[src/rtl/reservation_station.sv]
// Reservation station for non-memory ops (ALU, branch, jump, LUI/AUIPC).
// Entries wait until both operands are valid. Late operands are captured
// from the ALU and LSB common data buses. At most one ready entry is issued
// to the ALU per cycle, chosen by a fixed lowest-index priority encoder.
// Optional feature macro: RS_PERF_EN adds issue / full-cycle counters.
module reservation_station #(
  parameter int RS_SIZE = 16,
  parameter int ROB_W   = 4,
  localparam int RS_W   = $clog2(RS_SIZE)
) (
  input  logic             clk,
  input  logic             rst,
  input  logic             rdy,
  input  logic             ROB_clear,
  input  logic             Dis_flag,
  input  logic [RS_W-1:0]  Dis_put_idx,
  input  logic [5:0]       Dis_op,
  input  logic [31:0]      Dis_imm,
  input  logic [31:0]      Dis_PC,
  input  logic [ROB_W-1:0] Dis_ROB_idx,
  input  logic             Dis_R1,
  input  logic             Dis_R2,
  input  logic [31:0]      Dis_V1,
  input  logic [31:0]      Dis_V2,
  input  logic [31:0]      Dis_BTB_PC,
  input  logic             Dis_BTB_predict,
  input  logic             ALU_CDB_flag,
  input  logic [ROB_W-1:0] ALU_CDB_idx,
  input  logic [31:0]      ALU_CDB_val,
  input  logic             LSB_CDB_flag,
  input  logic [ROB_W-1:0] LSB_CDB_idx,
  input  logic [31:0]      LSB_CDB_val,
  output logic [RS_W-1:0]  RS_free_idx,
  output logic             RS_full,
  output logic             RS_ready_out,
  output logic [RS_W-1:0]  RS_ready_idx,
  output logic             ALU_flag,
  output logic [5:0]       ALU_op,
  output logic [31:0]      ALU_V1,
  output logic [31:0]      ALU_V2,
  output logic [31:0]      ALU_imm,
  output logic [31:0]      ALU_PC,
  output logic [ROB_W-1:0] ALU_ROB_idx,
  output logic [31:0]      ALU_BTB_PC,
  output logic             ALU_BTB_pred
`ifdef RS_PERF_EN
  ,
  output logic [31:0]      perf_issue_cnt,
  output logic [31:0]      perf_full_cnt
`endif
);

  // Per-entry state gathered into vectors/arrays for selection and issue.
  logic [RS_SIZE-1:0] busy_vec;
  logic [RS_SIZE-1:0] ready_vec;
  logic [5:0]         op_arr       [RS_SIZE];
  logic [31:0]        v1_arr       [RS_SIZE];
  logic [31:0]        v2_arr       [RS_SIZE];
  logic [31:0]        imm_arr      [RS_SIZE];
  logic [31:0]        pc_arr       [RS_SIZE];
  logic [31:0]        btb_pc_arr   [RS_SIZE];
  logic [ROB_W-1:0]   rob_idx_arr  [RS_SIZE];
  logic               btb_pred_arr [RS_SIZE];

  // Any state update needs reset released, the core enabled and no flush.
  logic upd_en;
  logic wr_en;
  logic issue_en;

  assign upd_en   = rst && rdy && !ROB_clear;
  assign wr_en    = upd_en && Dis_flag && !RS_full;
  assign issue_en = upd_en && RS_ready_out;

  // Operand 1 as it will be latched at dispatch, including same-cycle CDB capture.
  logic        fwd1_r;
  logic [31:0] fwd1_v;
  always_comb begin
    fwd1_r = Dis_R1;
    fwd1_v = Dis_V1;
    if (!Dis_R1) begin
      if (ALU_CDB_flag && (ALU_CDB_idx == Dis_V1[ROB_W-1:0])) begin
        fwd1_r = 1'b1;
        fwd1_v = ALU_CDB_val;
      end else if (LSB_CDB_flag && (LSB_CDB_idx == Dis_V1[ROB_W-1:0])) begin
        fwd1_r = 1'b1;
        fwd1_v = LSB_CDB_val;
      end
    end
  end

  // Operand 2 as it will be latched at dispatch, including same-cycle CDB capture.
  logic        fwd2_r;
  logic [31:0] fwd2_v;
  always_comb begin
    fwd2_r = Dis_R2;
    fwd2_v = Dis_V2;
    if (!Dis_R2) begin
      if (ALU_CDB_flag && (ALU_CDB_idx == Dis_V2[ROB_W-1:0])) begin
        fwd2_r = 1'b1;
        fwd2_v = ALU_CDB_val;
      end else if (LSB_CDB_flag && (LSB_CDB_idx == Dis_V2[ROB_W-1:0])) begin
        fwd2_r = 1'b1;
        fwd2_v = LSB_CDB_val;
      end
    end
  end

  genvar gi;
  generate
    for (gi = 0; gi < RS_SIZE; gi++) begin : g_entry
      logic             busy_reg;
      logic             r1_reg;
      logic             r2_reg;
      logic [31:0]      v1_reg;
      logic [31:0]      v2_reg;
      logic [5:0]       op_reg;
      logic [31:0]      imm_reg;
      logic [31:0]      pc_reg;
      logic [31:0]      btb_pc_reg;
      logic [ROB_W-1:0] rob_idx_reg;
      logic             btb_pred_reg;

      logic wr_hit;
      logic iss_hit;
      logic wake1_alu;
      logic wake1_lsb;
      logic wake2_alu;
      logic wake2_lsb;

      // A waiting operand holds its producer tag in the low bits of the value field.
      assign wr_hit    = wr_en && (Dis_put_idx == RS_W'(gi));
      assign iss_hit   = issue_en && (RS_ready_idx == RS_W'(gi));
      assign wake1_alu = upd_en && busy_reg && !r1_reg && ALU_CDB_flag &&
                         (ALU_CDB_idx == v1_reg[ROB_W-1:0]);
      assign wake1_lsb = upd_en && busy_reg && !r1_reg && LSB_CDB_flag &&
                         (LSB_CDB_idx == v1_reg[ROB_W-1:0]);
      assign wake2_alu = upd_en && busy_reg && !r2_reg && ALU_CDB_flag &&
                         (ALU_CDB_idx == v2_reg[ROB_W-1:0]);
      assign wake2_lsb = upd_en && busy_reg && !r2_reg && LSB_CDB_flag &&
                         (LSB_CDB_idx == v2_reg[ROB_W-1:0]);

      // Busy and operand-valid flags: write, issue release, wakeup, flush.
      always_ff @(posedge clk) begin
        if (!rst) begin
          busy_reg <= 1'b0;
          r1_reg   <= 1'b0;
          r2_reg   <= 1'b0;
        end else if (rdy) begin
          if (ROB_clear) begin
            busy_reg <= 1'b0;
          end else if (wr_hit) begin
            busy_reg <= 1'b1;
            r1_reg   <= fwd1_r;
            r2_reg   <= fwd2_r;
          end else begin
            if (iss_hit) busy_reg <= 1'b0;
            if (wake1_alu || wake1_lsb) r1_reg <= 1'b1;
            if (wake2_alu || wake2_lsb) r2_reg <= 1'b1;
          end
        end
      end

      // Payload fields; only meaningful while busy, so no reset is needed.
      always_ff @(posedge clk) begin
        if (wr_hit) begin
          op_reg       <= Dis_op;
          imm_reg      <= Dis_imm;
          pc_reg       <= Dis_PC;
          btb_pc_reg   <= Dis_BTB_PC;
          btb_pred_reg <= Dis_BTB_predict;
          rob_idx_reg  <= Dis_ROB_idx;
          v1_reg       <= fwd1_v;
          v2_reg       <= fwd2_v;
        end else begin
          if (wake1_alu)      v1_reg <= ALU_CDB_val;
          else if (wake1_lsb) v1_reg <= LSB_CDB_val;
          if (wake2_alu)      v2_reg <= ALU_CDB_val;
          else if (wake2_lsb) v2_reg <= LSB_CDB_val;
        end
      end

      assign busy_vec[gi]     = busy_reg;
      assign ready_vec[gi]    = busy_reg && r1_reg && r2_reg;
      assign op_arr[gi]       = op_reg;
      assign v1_arr[gi]       = v1_reg;
      assign v2_arr[gi]       = v2_reg;
      assign imm_arr[gi]      = imm_reg;
      assign pc_arr[gi]       = pc_reg;
      assign btb_pc_arr[gi]   = btb_pc_reg;
      assign rob_idx_arr[gi]  = rob_idx_reg;
      assign btb_pred_arr[gi] = btb_pred_reg;
    end
  endgenerate

  assign RS_full      = &busy_vec;
  assign RS_ready_out = |ready_vec;

  // Lowest-index free slot and lowest-index ready entry (0 when none).
  always_comb begin
    RS_free_idx  = '0;
    RS_ready_idx = '0;
    for (int i = RS_SIZE - 1; i >= 0; i--) begin
      if (!busy_vec[i])  RS_free_idx  = RS_W'(i);
      if (ready_vec[i])  RS_ready_idx = RS_W'(i);
    end
  end

  // Issue register: one-cycle ALU_flag pulse, payload holds when idle.
  always_ff @(posedge clk) begin
    if (!rst) begin
      ALU_flag     <= 1'b0;
      ALU_op       <= '0;
      ALU_V1       <= '0;
      ALU_V2       <= '0;
      ALU_imm      <= '0;
      ALU_PC       <= '0;
      ALU_ROB_idx  <= '0;
      ALU_BTB_PC   <= '0;
      ALU_BTB_pred <= 1'b0;
    end else begin
      ALU_flag <= issue_en;
      if (issue_en) begin
        ALU_op       <= op_arr[RS_ready_idx];
        ALU_V1       <= v1_arr[RS_ready_idx];
        ALU_V2       <= v2_arr[RS_ready_idx];
        ALU_imm      <= imm_arr[RS_ready_idx];
        ALU_PC       <= pc_arr[RS_ready_idx];
        ALU_ROB_idx  <= rob_idx_arr[RS_ready_idx];
        ALU_BTB_PC   <= btb_pc_arr[RS_ready_idx];
        ALU_BTB_pred <= btb_pred_arr[RS_ready_idx];
      end
    end
  end

`ifdef RS_PERF_EN
  // Issue and full-cycle counters; they wrap and survive a flush.
  always_ff @(posedge clk) begin
    if (!rst) begin
      perf_issue_cnt <= '0;
      perf_full_cnt  <= '0;
    end else begin
      if (issue_en)        perf_issue_cnt <= perf_issue_cnt + 32'd1;
      if (RS_full && rdy)  perf_full_cnt  <= perf_full_cnt + 32'd1;
    end
  end
`endif

  // Dispatch must stall while the station is full.
  assert property (@(posedge clk) disable iff (!rst)
                   (rdy && !ROB_clear && Dis_flag) |-> !RS_full);

endmodule
[config.mk]
export PLATFORM = sky130hd
export DESIGN_NAME = reservation_station
export DESIGN_NICKNAME = d
export VERILOG_FILES = /design/src/rtl/reservation_station.sv
export SDC_FILE = /design/constraint.sdc
export NUM_CORES = 2
export LEC_CHECK = 0
export CAP_MARGIN = 20
export CORE_MARGIN = 2
export CORE_UTILIZATION = 40
export CTS_CLUSTER_DIAMETER = 40
export DETAILED_ROUTE_END_ITERATION = 8
export PLACE_DENSITY = 0.61
export SETUP_SLACK_MARGIN = 0.5
export SLEW_MARGIN = 25
export SYNTH_ARGS = -nofsm -noshare
export SYNTH_HDL_FRONTEND = slang
export SYNTH_SLANG_ARGS = --single-unit
[constraint.sdc]
create_clock -name clk -period 12.4 [get_ports clk]
set_input_delay 2.48 -clock clk [delete_from_list [all_inputs] [get_ports clk]]
set_output_delay 2.48 -clock clk [all_outputs]
set_load 0.1 [all_outputs]
# After elaboration in Yosys (flattened, before gate mapping)
# Cells that the tools add are included.
# word_totals
register_bits	2956
input_bits	256
output_inout_bits	182
elab_cells	1009
# op_classes
n_lt_le_gt_ge	1
eq_ne	98
muxes	276
n_bitwise	2
reduce_logical	447
# op_table
op	n
32-bit two-way mux	112
32-bit binary-select mux with 4-bit select	5
4-bit equality test	68
1-bit logical AND	249
3-bit nonzero test	48
4-bit two-way mux	34
1-bit two-way mux	120
3-bit AND reduction	32
4-bit equality test (second input constant)	16
2-bit nonzero test	32
1-bit zero test	34
4-bit by 3-bit equality test with 1-bit output (second input constant)	8
1-bit logical OR	32
2-bit AND reduction	16
6-bit binary-select mux with 4-bit select	1
4-bit binary-select mux with 4-bit select	1
4-bit by 2-bit equality test with 1-bit output (second input constant)	4
16-bit AND reduction	1
16-bit OR reduction	1
6-bit two-way mux	2
4-bit by 1-bit equality test with 1-bit output (second input constant)	2
4-bit zero test	2
5-bit greater-or-equal comparator (second input constant)	1
4-bit NOT with 5-bit output	1
2 further kinds	2

# Depth between registers and ports, before layout
# logic_depth
word_depth	23
depth_mapped	13
depth_no_buf	10

# Least setup slack after synthesis
# Ideal clock, no wire load.
# synth_path
kind	input port to flip-flop
start	in rdy
end	reg g_entry[14].btb_pc_reg[0] (enable)
setup_ps	513
arrival_ps	6916
required_ps	11887
setup_slack_ps	4971
path_stages	9
path_buffers	2
path_cell_list	nor2b_1 -> nand2_1 -> nor3b_2 -> nor2b_1 -> and2_1 -> nand3_1 -> clkinv_1 -> buf_2 -> buf_1
# synth_via
elab_chain_len	5
# synth_lines
item	line	source
start: declaration	13	input logic rdy,
1-bit logical AND (2 in a row)	70	assign upd_en = rst && rdy && !ROB_clear;
1-bit logical AND (2 in a row)	71	assign wr_en = upd_en && Dis_flag && !RS_full;
1-bit logical AND	131	assign wr_hit = wr_en && (Dis_put_idx == RS_W'(gi));
net g_entry[14].wr_hit	123	logic wr_hit;
end signal: assignment	169	btb_pc_reg <= Dis_BTB_PC;
end: declaration	119	logic [31:0] btb_pc_reg;
# The timed path passes the listed nets, and every way through them passes these cells.
# A chain may end at the register's enable or synchronous reset.

# Worst setup path after layout
# layout_path
start	reg g_entry[9].busy_reg
end	out RS_ready_idx[2]
# layout_via
elab_chain_len	12
# layout_lines
item	line	source
start: declaration	111	logic busy_reg;
start signal: assignment	145	busy_reg <= 1'b0;
start signal: assignment	150	busy_reg <= 1'b0;
start signal: assignment	152	busy_reg <= 1'b1;
1-bit logical AND (2 in a row)	183	assign ready_vec[gi] = busy_reg && r1_reg && r2_reg;
4-bit two-way mux (10 in a row)	204	if (ready_vec[i]) RS_ready_idx = RS_W'(i);
end: declaration	36	output logic [RS_W-1:0] RS_ready_idx,
# Every way passes these cells.

==> run_results.csv <==
group,metric,value,unit
outcome,status,"finished, violations left",
outcome,violations,"DRC",
die,coreArea,334000,µm²
setup_path,slowest_stage,"clkdlybuf4s50_1",
drt,drc_errors,5,
clock_network,clock_latency,1000,ps
placed_design,portBuffers,437,
power,p_sw_frac,0.221,
die,die-width,583,µm
global_routing,grt.overflow.total,0,
logic_synthesis,synth_cells,10500,
min_path,hold_depth,2,
logic_synthesis,yosys_most_used_dff,"edfxtp_1",
logic_synthesis,syn_area,134000,µm²
clock_network,numClockSinks,2956,
setup_path,r2r_cells,12,
setup_path,slowest_delay,1270,ps
logic_synthesis,synth_edf_count,2736,
drt,avgRoutedWirePerCell,33.6,µm
drt,vias,99000,
placed_design,hpwl,268000,µm
die,row_count,212,
logic_synthesis,ys_seq_area_frac,0.645,
die,start_util,0.402,
timing,hold_viol_final,0,
timing,slew_violations,0,
clock_network,cts_made_buffers,421,
timing,max_freq,137,MHz
power,p_leak,54.4,nW
global_routing,grt_pass1_vias,95000,
clock_network,cts.htree.levels,5,
layout,stdcell_count,15300,
layout,area_growth,16.7,%
global_routing,gr-usage-all-layers,0.291,
die,ioPinCount,438,
layout,fin_util,0.470,
job,maxCapViolations,0,
power,internal-power,0.0188,W
placed_design,gp_congestion,0.959,
power,ir_drop,138,µV
timing,fin_setup_tns,0,ps
logic_synthesis,synth_nets,10800,
setup_path,crit_path_end_kind,"primary output",
setup_path,worstPathCellList,"nand3_1, nand4_4, a21oi_4, nor2_1, nor2_1, clkdlybuf4s50_1",
drt,detail-route-antenna-nets,0,
setup_path,regToRegSetupSlack,6470,ps
setup_path,reg2reg_from,"g_entry[8].busy_reg",
timing,final_period_minus_worst_setup_slack,7280,ps
logic_synthesis,ys_ff_latch,2956,
logic_synthesis,yosysUniqueCellTypes,77,
clock_network,post-cts-setup-buffers,0,
placed_design,dp_cells,14400,
power,seq_power_share,0.453,
setup_path,reg2reg_to,"ALU_V2[1]",
setup_path,start_kind,"flop",
min_path,hp-class,"reg2reg",
timing,timing.slew.headroom,0.172,
timing,fin_crit_sh,0.587,
setup_path,worstSetupPathType,"reg2out",
layout,drive_above_1_share,0.113,
power,p_clk_frac,0.514,
clock_network,cts_tree,"yes",
placed_design,pre_cts_ws,4780,ps
clock_network,cts_resized,0,
timing,rsz0062_at_grt,"no",
global_routing,antenna_found_initial,53,
global_routing,grt_pass1_wl,714000,µm
min_path,holdPathEnd,"ALU_V2[11]",
drt,vias_per_cell,6.49,
power,p_per_area,154,nW/µm²
setup_path,critPathArrivalTime,4800,ps
logic_synthesis,synthArstFlopShare,0,
setup_path,worstSetupStartpoint,"g_entry[9].busy_reg",
min_path,min_from,"g_entry[0].v2_reg[11]",
layout,nets,10700,
drt,first_pass_iters,9,
die,die_y,583,µm
timing,final.setup_skew,111,ps
logic_synthesis,avgSynthCellArea,12.8,µm²
power,p_comb_frac,0.033,
clock_network,hold_buffers,0,
setup_path,critPathRequiredTime,9920,ps
power,p_switching,0.00533,W
clock_network,cts_buffer_depth,4,
timing,setup_ws,5120,ps
clock_network,cts-root-buf,"clkbuf_16",
drt,wirelength,512000,µm
setup_path,critPathMaxFanout,23,
logic_synthesis,synth_warnings,0,
global_routing,grt_max_degree,164,
drt,drt_iter0_drc,15000,
timing,tightest_slew,1210,ps
clock_network,path_clk_slew,50,ps
timing,setup-violations-final,0,
setup_path,timing.critical_path.mode_cell,"nor2_1",
die,dieArea,340000,µm²
[placed cells by master (no fill, tap or decap), types with 18 or more instances in the layout]
cell type           n
clkbuf_8           22
dfxtp_1           220
clkinv_2           65
a31oi_1            22
clkbuf_16         428
clkbuf_1           58
clkdlybuf4s50_1   386
a21oi_1           345
a222oi_1          169
nand3_2            19
xnor2_1           161
nor2_1            343
inv_6              34
nand2_1          1295
o22ai_1           164
clkinv_4           33
inv_8              21
buf_12             22
a221oi_1          173
diode_2            18
edfxtp_1         2736
nor3_1             72
o21ai_0          1050
o22a_1            127
bufinv_16          53
clkinv_1           31
buf_2              41
mux2i_1          1174
buf_4             236
a2111oi_2          92
clkinvlp_4         42
nand4_1            40
xor2_1            111
a2111oi_0          62
a22oi_1           513
a211oi_1           31
nand3_1            60
a221o_1           152
[metrics by stage]
step                power (W)  hold WS, ps  area (µm²)
finish                 0.0241          496      157000
CTS                    0.0241          474      157000
detailed placement     0.0119          492      142000
global placement       0.0119          484      142000
global route           0.0246          528      157000
floorplan              0.0116          466      134000
[Yosys cell counts, types with 11 or more instances]
master / instances / area, µm²
edfxtp_1: 2736 / 82200
nand2_1: 1298 / 4870
mux2i_1: 1174 / 11800
o21ai_0: 1050 / 5260
clkbuf_1: 705 / 2650
a22oi_1: 513 / 3850
nor2_1: 351 / 1320
a21oi_1: 345 / 1730
buf_2: 236 / 1180
dfxtp_1: 220 / 4400
a221oi_1: 173 / 1520
buf_1: 172 / 646
a222oi_1: 169 / 1690
o22ai_1: 164 / 1030
xnor2_1: 161 / 1410
a221o_1: 152 / 1520
o22a_1: 128 / 1120
xor2_1: 111 / 972
a2111oi_2: 90 / 1350
nand3_1: 76 / 380
nor3_1: 72 / 360
a2111oi_0: 68 / 596
nand4_1: 40 / 250
a211oi_1: 32 / 240
nand2b_1: 24 / 150
a31oi_1: 22 / 138
buf_6: 15 / 169
a31o_2: 13 / 114
nor2b_1: 13 / 81.3
and3_1: 12 / 75.1
inv_1: 11 / 41.3
nor4_1: 11 / 68.8
or2_2: 11 / 68.8
[worst max path at each step]
stage,end,slack [ps],depth (start not counted)
after global routing,RS_ready_idx[2],5120,6
final,RS_ready_idx[2],5120,6
after CTS,RS_ready_idx[2],5210,6
after global placement,g_entry[10].btb_pc_reg[16],4870,9
after floorplan,g_entry[14].btb_pc_reg[0],4970,9
after detailed placement,g_entry[10].btb_pc_reg[17],4780,9
[power by group through the flow]
stage               clock [W]  combinational [W]  sequential [W]
floorplan                   0           0.000420          0.0111
global placement            0           0.000747          0.0111
detailed placement          0           0.000774          0.0111
CTS                    0.0124           0.000777          0.0109
global route           0.0129           0.000848          0.0109
finish                 0.0124           0.000805          0.0109
[routing by layer]
metal | global-route usage | wire, µm | part of all wire | vias to the layer above
li1 | - | - | - | 40600
met2 | 0.444 | 227000 | 0.44 | 7217
met3 | 0.0765 | 65000 | 0.13 | 1383
met1 | 0.386 | 193000 | 0.38 | 49700
met4 | 0.140 | 27000 | 0.053 | 44
met5 | 0 | 263 | 0.00051 | -
[kinds of logic after synthesis]
| kind of cell | count (synthesis) | share of synthesized area |
|---|---|---|
| simple gates | 1961 | 0.0602 |
| flops | 2956 | 0.645 |
| buf+inv | 1155 | 0.0355 |
| compound gates | 2980 | 0.154 |
| mux | 1174 | 0.0875 |
| xor+xnor | 272 | 0.0177 |
[layout make-up]
type / count / area, µm²
antenna: 18 / 45.0
clock buffer: 508 / 11200
clock inverter: 286 / 3410
fill: 29000 / 177000
inverter: 20 / 175
multi-input combinational: 6387 / 43300
sequential: 2956 / 86600
tap: 4387 / 5490
timing repair buffer: 698 / 6510
[worst max-delay path, delay by kind of cell (launching register included)]
family | cells | cell delay [ps]
AND/OR/NAND/NOR | 4 | 1670
flip-flops | 1 | 440
buffers and inverters | 1 | 1270
AO/OA/AOI/OAI | 1 | 410
Power figures use the tool's default switching activity.
